--- config.mk ---
export PLATFORM = sky130hd
export DESIGN_NAME = klotski_solve_ctrl
export DESIGN_NICKNAME = d
export VERILOG_FILES = /design/src/rtl/klotski_pkg.sv /design/src/rtl/klotski_solve_ctrl_board_check.sv /design/src/rtl/klotski_solve_ctrl.sv
export SDC_FILE = /design/constraint.sdc
export NUM_CORES = 1
export LEC_CHECK = 0
export CAP_MARGIN = 20
export CORE_MARGIN = 5
export CORE_UTILIZATION = 44
export CTS_CLUSTER_SIZE = 24
export DETAILED_ROUTE_END_ITERATION = 8
export PLACE_DENSITY = 0.83
export SLEW_MARGIN = 40
export SYNTH_ARGS = -nofsm -noshare
export SYNTH_HDL_FRONTEND = slang
export SYNTH_SLANG_ARGS = --single-unit
export TNS_END_PERCENT = 100
--- constraint.sdc ---
create_clock -name i_Clk -period 2.8 [get_ports i_Clk]
set_clock_uncertainty 0.1 [all_clocks]
set_input_delay 0.56 -clock i_Clk [delete_from_list [all_inputs] [get_ports i_Clk]]
set_output_delay 0.56 -clock i_Clk [all_outputs]
set_load 0.02 [all_outputs]
--- src/rtl/klotski_pkg.sv ---
// Shared types for the klotski solver hand-off controller.
// Build option: KLOTSKI_BLANK_CHECK_EN enables the single-blank board check.
package klotski_pkg;

    localparam int unsigned DEF_ROWS   = 4;
    localparam int unsigned DEF_COLS   = 4;
    localparam int unsigned DEF_CELL_W = 4;

    typedef enum logic [2:0] {
        S_IDLE  = 3'd0,
        S_CHECK = 3'd1,
        S_START = 3'd2,
        S_WAIT  = 3'd3,
        S_DONE  = 3'd4,
        S_ERR   = 3'd5
    } state_t;

    typedef logic [1:0] err_code_t;

    localparam err_code_t ERR_NONE    = 2'd0;
    localparam err_code_t ERR_BOARD   = 2'd1;
    localparam err_code_t ERR_TIMEOUT = 2'd2;
    localparam err_code_t ERR_ABORT   = 2'd3;

    typedef logic [DEF_ROWS-1:0][DEF_COLS-1:0][DEF_CELL_W-1:0] board_t;

endpackage

--- src/rtl/klotski_solve_ctrl_board_check.sv ---
// Combinational board check: valid when exactly one cell is blank (zero).
// Instantiated by klotski_solve_ctrl only when KLOTSKI_BLANK_CHECK_EN is defined.
module klotski_board_check
    import klotski_pkg::*;
#(
    parameter int unsigned ROWS   = DEF_ROWS,
    parameter int unsigned COLS   = DEF_COLS,
    parameter int unsigned CELL_W = DEF_CELL_W
) (
    input  logic [ROWS-1:0][COLS-1:0][CELL_W-1:0] i_board,
    output logic                                  o_valid_c
);

    localparam int unsigned CNT_W = $clog2(ROWS * COLS + 1);

    logic [CNT_W-1:0] w_blank_cnt;

    always_comb begin
        w_blank_cnt = '0;
        for (int unsigned r = 0; r < ROWS; r++) begin
            for (int unsigned c = 0; c < COLS; c++) begin
                if (i_board[r][c] == '0) begin
                    w_blank_cnt = w_blank_cnt + CNT_W'(1);
                end
            end
        end
    end

    assign o_valid_c = (w_blank_cnt == CNT_W'(1));

endmodule

--- src/rtl/klotski_solve_ctrl.sv ---
// Board hand-off controller: latches a board, checks it, launches and supervises the solver.
// Build option: KLOTSKI_BLANK_CHECK_EN makes CHECK require exactly one blank cell.
module klotski_solve_ctrl
    import klotski_pkg::*;
#(
    parameter int unsigned ROWS      = DEF_ROWS,
    parameter int unsigned COLS      = DEF_COLS,
    parameter int unsigned CELL_W    = DEF_CELL_W,
    parameter int unsigned STEP_W    = 8,
    parameter int unsigned TIMEOUT   = 1000000,
    parameter int unsigned MAX_RETRY = 2
) (
    input  logic                                  i_Clk,
    input  logic                                  i_rst_n,
    input  logic                                  i_en,
    input  logic [ROWS-1:0][COLS-1:0][CELL_W-1:0] i_klotski,
    input  logic                                  i_abort,
    input  logic                                  i_alg_done,
    input  logic [STEP_W-1:0]                     i_alg_steps,
    output logic [ROWS-1:0][COLS-1:0][CELL_W-1:0] o_klotski,
    output logic                                  o_start_alg,
    output logic                                  o_busy,
    output logic                                  o_done,
    output logic [STEP_W-1:0]                     o_steps,
    output logic                                  o_err,
    output logic [1:0]                            o_err_code
);

    localparam int unsigned TO_W    = $clog2(TIMEOUT);
    localparam int unsigned RT_RAW  = $clog2(MAX_RETRY + 1);
    localparam int unsigned RT_W    = (RT_RAW < 1) ? 1 : RT_RAW;

    state_t                                r_state;
    logic [TO_W-1:0]                       r_to_cnt;
    logic [RT_W-1:0]                       r_retry;
    logic [ROWS-1:0][COLS-1:0][CELL_W-1:0] r_klotski;
    logic                                  r_start;
    logic                                  r_busy;
    logic                                  r_done;
    logic                                  r_err;
    logic [STEP_W-1:0]                     r_steps;
    err_code_t                             r_err_code;

    state_t                                w_state_nxt;
    logic [TO_W-1:0]                       w_to_cnt_nxt;
    logic [RT_W-1:0]                       w_retry_nxt;
    logic [ROWS-1:0][COLS-1:0][CELL_W-1:0] w_klotski_nxt;
    logic [STEP_W-1:0]                     w_steps_nxt;
    err_code_t                             w_err_code_nxt;
    logic                                  w_board_ok;
    logic                                  w_to_last;
    logic                                  w_retry_ok;

`ifdef KLOTSKI_BLANK_CHECK_EN
    klotski_board_check #(
        .ROWS   (ROWS),
        .COLS   (COLS),
        .CELL_W (CELL_W)
    ) u_board_check (
        .i_board   (r_klotski),
        .o_valid_c (w_board_ok)
    );
`else
    assign w_board_ok = 1'b1;
`endif

    assign w_to_last  = (r_to_cnt == TO_W'(TIMEOUT - 1));
    assign w_retry_ok = (r_retry < RT_W'(MAX_RETRY));

    // Next-state logic; abort in an active state overrides every other transition.
    always_comb begin
        w_state_nxt    = r_state;
        w_to_cnt_nxt   = r_to_cnt;
        w_retry_nxt    = r_retry;
        w_klotski_nxt  = r_klotski;
        w_steps_nxt    = r_steps;
        w_err_code_nxt = r_err_code;
        case (r_state)
            S_IDLE: begin
                if (i_en) begin
                    w_state_nxt    = S_CHECK;
                    w_klotski_nxt  = i_klotski;
                    w_steps_nxt    = '0;
                    w_err_code_nxt = ERR_NONE;
                end
            end
            S_CHECK: begin
                if (i_abort) begin
                    w_state_nxt    = S_ERR;
                    w_err_code_nxt = ERR_ABORT;
                end else if (w_board_ok) begin
                    w_state_nxt    = S_START;
                end else begin
                    w_state_nxt    = S_ERR;
                    w_err_code_nxt = ERR_BOARD;
                end
            end
            S_START: begin
                w_to_cnt_nxt = '0;
                if (i_abort) begin
                    w_state_nxt    = S_ERR;
                    w_err_code_nxt = ERR_ABORT;
                end else begin
                    w_state_nxt    = S_WAIT;
                end
            end
            S_WAIT: begin
                w_to_cnt_nxt = r_to_cnt + TO_W'(1);
                if (i_abort) begin
                    w_state_nxt    = S_ERR;
                    w_err_code_nxt = ERR_ABORT;
                end else if (i_alg_done) begin
                    w_state_nxt    = S_DONE;
                    w_steps_nxt    = i_alg_steps;
                end else if (w_to_last && w_retry_ok) begin
                    w_state_nxt    = S_START;
                    w_retry_nxt    = r_retry + RT_W'(1);
                end else if (w_to_last) begin
                    w_state_nxt    = S_ERR;
                    w_err_code_nxt = ERR_TIMEOUT;
                end
            end
            S_DONE, S_ERR: begin
                w_state_nxt = S_IDLE;
                w_retry_nxt = '0;
            end
            default: begin
                w_state_nxt = S_IDLE;
            end
        endcase
    end

    // Pulses and busy are registered from the next state so they align with it.
    always_ff @(posedge i_Clk) begin
        if (!i_rst_n) begin
            r_state    <= S_IDLE;
            r_to_cnt   <= '0;
            r_retry    <= '0;
            r_klotski  <= '0;
            r_start    <= 1'b0;
            r_busy     <= 1'b0;
            r_done     <= 1'b0;
            r_err      <= 1'b0;
            r_steps    <= '0;
            r_err_code <= ERR_NONE;
        end else begin
            r_state    <= w_state_nxt;
            r_to_cnt   <= w_to_cnt_nxt;
            r_retry    <= w_retry_nxt;
            r_klotski  <= w_klotski_nxt;
            r_start    <= (w_state_nxt == S_START);
            r_busy     <= (w_state_nxt != S_IDLE);
            r_done     <= (w_state_nxt == S_DONE);
            r_err      <= (w_state_nxt == S_ERR);
            r_steps    <= w_steps_nxt;
            r_err_code <= w_err_code_nxt;
        end
    end

    assign o_klotski   = r_klotski;
    assign o_start_alg = r_start;
    assign o_busy      = r_busy;
    assign o_done      = r_done;
    assign o_steps     = r_steps;
    assign o_err       = r_err;
    assign o_err_code  = r_err_code;

endmodule

==> results.sh <==
export IMPL_cts_setup_buffers=0
export IMPL_grt_pass1_wl_microns=18800
export IMPL_p_seq_share_pct=52.7
export IMPL_ctsResizeCount=0
export IMPL_io_buffer_count=154
export IMPL_synth_xor_area_share_pct=2.77
export IMPL_place_gp_congestion=0.843
export IMPL_clock_sinks=103
export IMPL_final_cell_mix="clkdlybuf4s50_1 (153), nand2_1 (137), dfxtp_1 (103), a21boi_0 (73), nor2_1 (24)"
export IMPL_die_area_sq_um=11400
export IMPL_p_comb_share_pct=20.2
export IMPL_drtIter0Drc=152
export IMPL_worstMarginPinSlew_ns=0.466
export IMPL_yosys_most_used_dff="dfxtp_1"
export IMPL_nets=707
export IMPL_path_class="flip-flop to flip-flop"
export IMPL_async_flop_share_pct=0
export IMPL_vdd_drop_max_v=0.000325
export IMPL_yosysTopAreaCellShare_pct=50.1
export IMPL_synth_top_area_cell="dfxtp_1"
export IMPL_outcome="finished, final reports clean"
export IMPL_layout_drive_gt1_share_pct=4.42
export IMPL_drc_errors=0
export IMPL_die_h_microns=107
export IMPL_finalCritPeriodShare_pct=74.3
export IMPL_hpwl_microns=8550
export IMPL_setup_violations=0
export IMPL_cap_violations=0
export IMPL_powerDensity_nw_per_um2=510
export IMPL_synth_adder_area_share_pct=0.304
export IMPL_synth_top_family_by_area="simple AND/OR/NAND/NOR gates"
export IMPL_rows=35
export IMPL_synth_edf_count=0
export IMPL_postCtsHoldBufs=0
export IMPL_fmax_mhz=481
export IMPL_final_antenna_net_count=0
export IMPL_hold_class="flip-flop to flip-flop"
export IMPL_slew_headroom_pct=68.9
export IMPL_critPathLaunchType="flip-flop"
export IMPL_drt_first_pass_iters=4
export IMPL_post_route_util_pct=64.3
export IMPL_switchingPower_uw=847
export IMPL_tritoncts="built"
export IMPL_grt_usage_pct=20.5
export IMPL_period_needed_ns=2.08
export IMPL_cp_data_arrival_time_ns=2.27
export IMPL_yosysWarnings=0
export IMPL_mostFrequentLayoutCell="clkdlybuf4s50_1"
export IMPL_num_vias=3812
export IMPL_grt_max_degree=65
export IMPL_clock_path_buffers=2
export IMPL_syn2layout_area_growth_pct=43.6
export IMPL_pre_cts_ws_ns=0.644
export IMPL_avgSynthCellArea_sq_um=8.48
export IMPL_cp_max_fo=11
export IMPL_critPathCaptureType="flip-flop"
export IMPL_synthMuxAreaShare_pct=0.243
export IMPL_crit_required_ns=2.99
export IMPL_antenna_found_initial=0
export IMPL_clockPowerShare_pct=27.1
export IMPL_boundaryPins=155
export IMPL_grt_pass1_vias=3855
export IMPL_routed_via_density=5.12
export IMPL_yosys_register_bits=103
export IMPL_fp_coreArea_sq_um=9200
export IMPL_yosys_area_share_simple_pct=25.9
export IMPL_ys_seq_area_share_pct=50.1
export IMPL_p_int_uw=2170
export IMPL_htree_levels=3
export IMPL_die_w_microns=107
export IMPL_yosysUniqueCellTypes=43
export IMPL_initial_core_util_pct=44.7
export IMPL_wl_per_cell_microns=15.5
export IMPL_yosys_top_cells_area="dfxtp_1 (50%), a21boi_0 (13%), nand2_1 (12%), nand3_1 (2.2%), nor2_1 (2.2%)"
export IMPL_syn_area_sq_um=4120
export IMPL_insertion_delay_ns=0.35
export IMPL_synthCells=485
export IMPL_rsz0062_at_grt="false"
export IMPL_cts_buffers=9
export IMPL_fin_tns_setup_ns=0
export IMPL_wl_microns=11600
export IMPL_overflow=0
export IMPL_slew_violations=0
export IMPL_worst_slack_ns=0.719
export IMPL_switching_share_pct=28.1
export IMPL_root_buffer="clkbuf_8"
export IMPL_syn_nets=563
export IMPL_final_hold_violation_count=0
export IMPL_synth_compound_area_share_pct=16.9
export IMPL_path_clk_slew_ns=0.10
export IMPL_n_antenna_cell=0
export IMPL_leakagePower_uw=0.00208
flip-flops by register name, summed over array words and instances (netlist names):
name         cells
o_steps          8
o_done           1
r_state          3
o_err            1
r_to_cnt        20
o_busy           1
r_retry          2
o_err_code       2
o_start_alg      1
o_klotski       64
power groups by stage:
stage	registers [uW]	logic, uW	clock network, uW
detailed placement	1620	611	0
CTS	1590	614	839
global placement	1620	596	0
finish	1590	608	815
floorplan	1710	197	0
global route	1600	654	908
routing by layer:
layer	vias up	global-route usage, %	part of all wire [%]
met5	-	0	0
met4	0	6.03	1.7
met1	1785	22.4	40
met3	13	6.68	7.2
met2	115	37.5	51
li1	1899	-	-
metrics by stage:
step	std cells	power (uW)	hold WS (ns)	area (sq um)
2_1_floorplan	485	1900	0.353	4120
3_3_place_gp	729	2210	0.349	5740
3_5_place_dp	729	2230	0.356	5740
4_1_cts	745	3040	0.369	5910
5_1_grt	745	3160	0.399	5910
6_report	745	3010	0.367	5910
final cells by class:
type | count | area, sq um
Clock buffer | 10 | 128
Clock inverter | 6 | 37.5
Fill cell | 799 | 3290
Inverter | 9 | 33.8
Multi-Input combinational cell | 346 | 1900
Sequential cell | 103 | 2060
Tap cell | 111 | 139
Timing Repair Buffer | 160 | 1610
worst max-delay path: stages (launching register included):
cell and delay, ns:
dfxtp_1 0.47, and2b_1 0.30, nand4_1 0.43, or3_2 0.56, a21oi_1 0.15
path summary, 6_finish.rpt:
check | startpoint | depth (start not counted) | slack [ns] | end
setup / recovery | r_state[1] | 4 | 0.72 | r_to_cnt[11]
hold / removal | o_klotski[21] | 2 | 0.37 | o_klotski[21]
setup reg to reg | r_state[1] | 4 | 0.72 | r_to_cnt[11]
hold reg to reg | o_klotski[21] | 2 | 0.37 | o_klotski[21]
cell families (layout without fill, tap and decap cells):
family	after synthesis	in the layout
AO/OA/AOI/OAI	97	97
adder cells (fa/ha/maj)	1	1
XOR/XNOR	13	13
AND/OR/NAND/NOR	234	234
multiplexers	1	1
buffers and inverters	36	185
flip-flops	103	103
synth_stat cells, types with 2 or more instances:
cell type / count
or3_1: 6
inv_1: 9
nand2_1: 137
nand2b_1: 11
buf_2: 8
and2_1: 3
dfxtp_1: 103
nor2b_1: 3
nor4b_1: 3
nor4_1: 4
a21boi_0: 73
xnor2_1: 8
a21oi_1: 8
clkbuf_1: 17
nand4_1: 6
and3_1: 4
o21ai_0: 7
o21ai_2: 2
nor2_1: 24
nand3_1: 18
xor2_1: 5
nor3_1: 5
No activity file was read; power rests on OpenSTA's default activity.
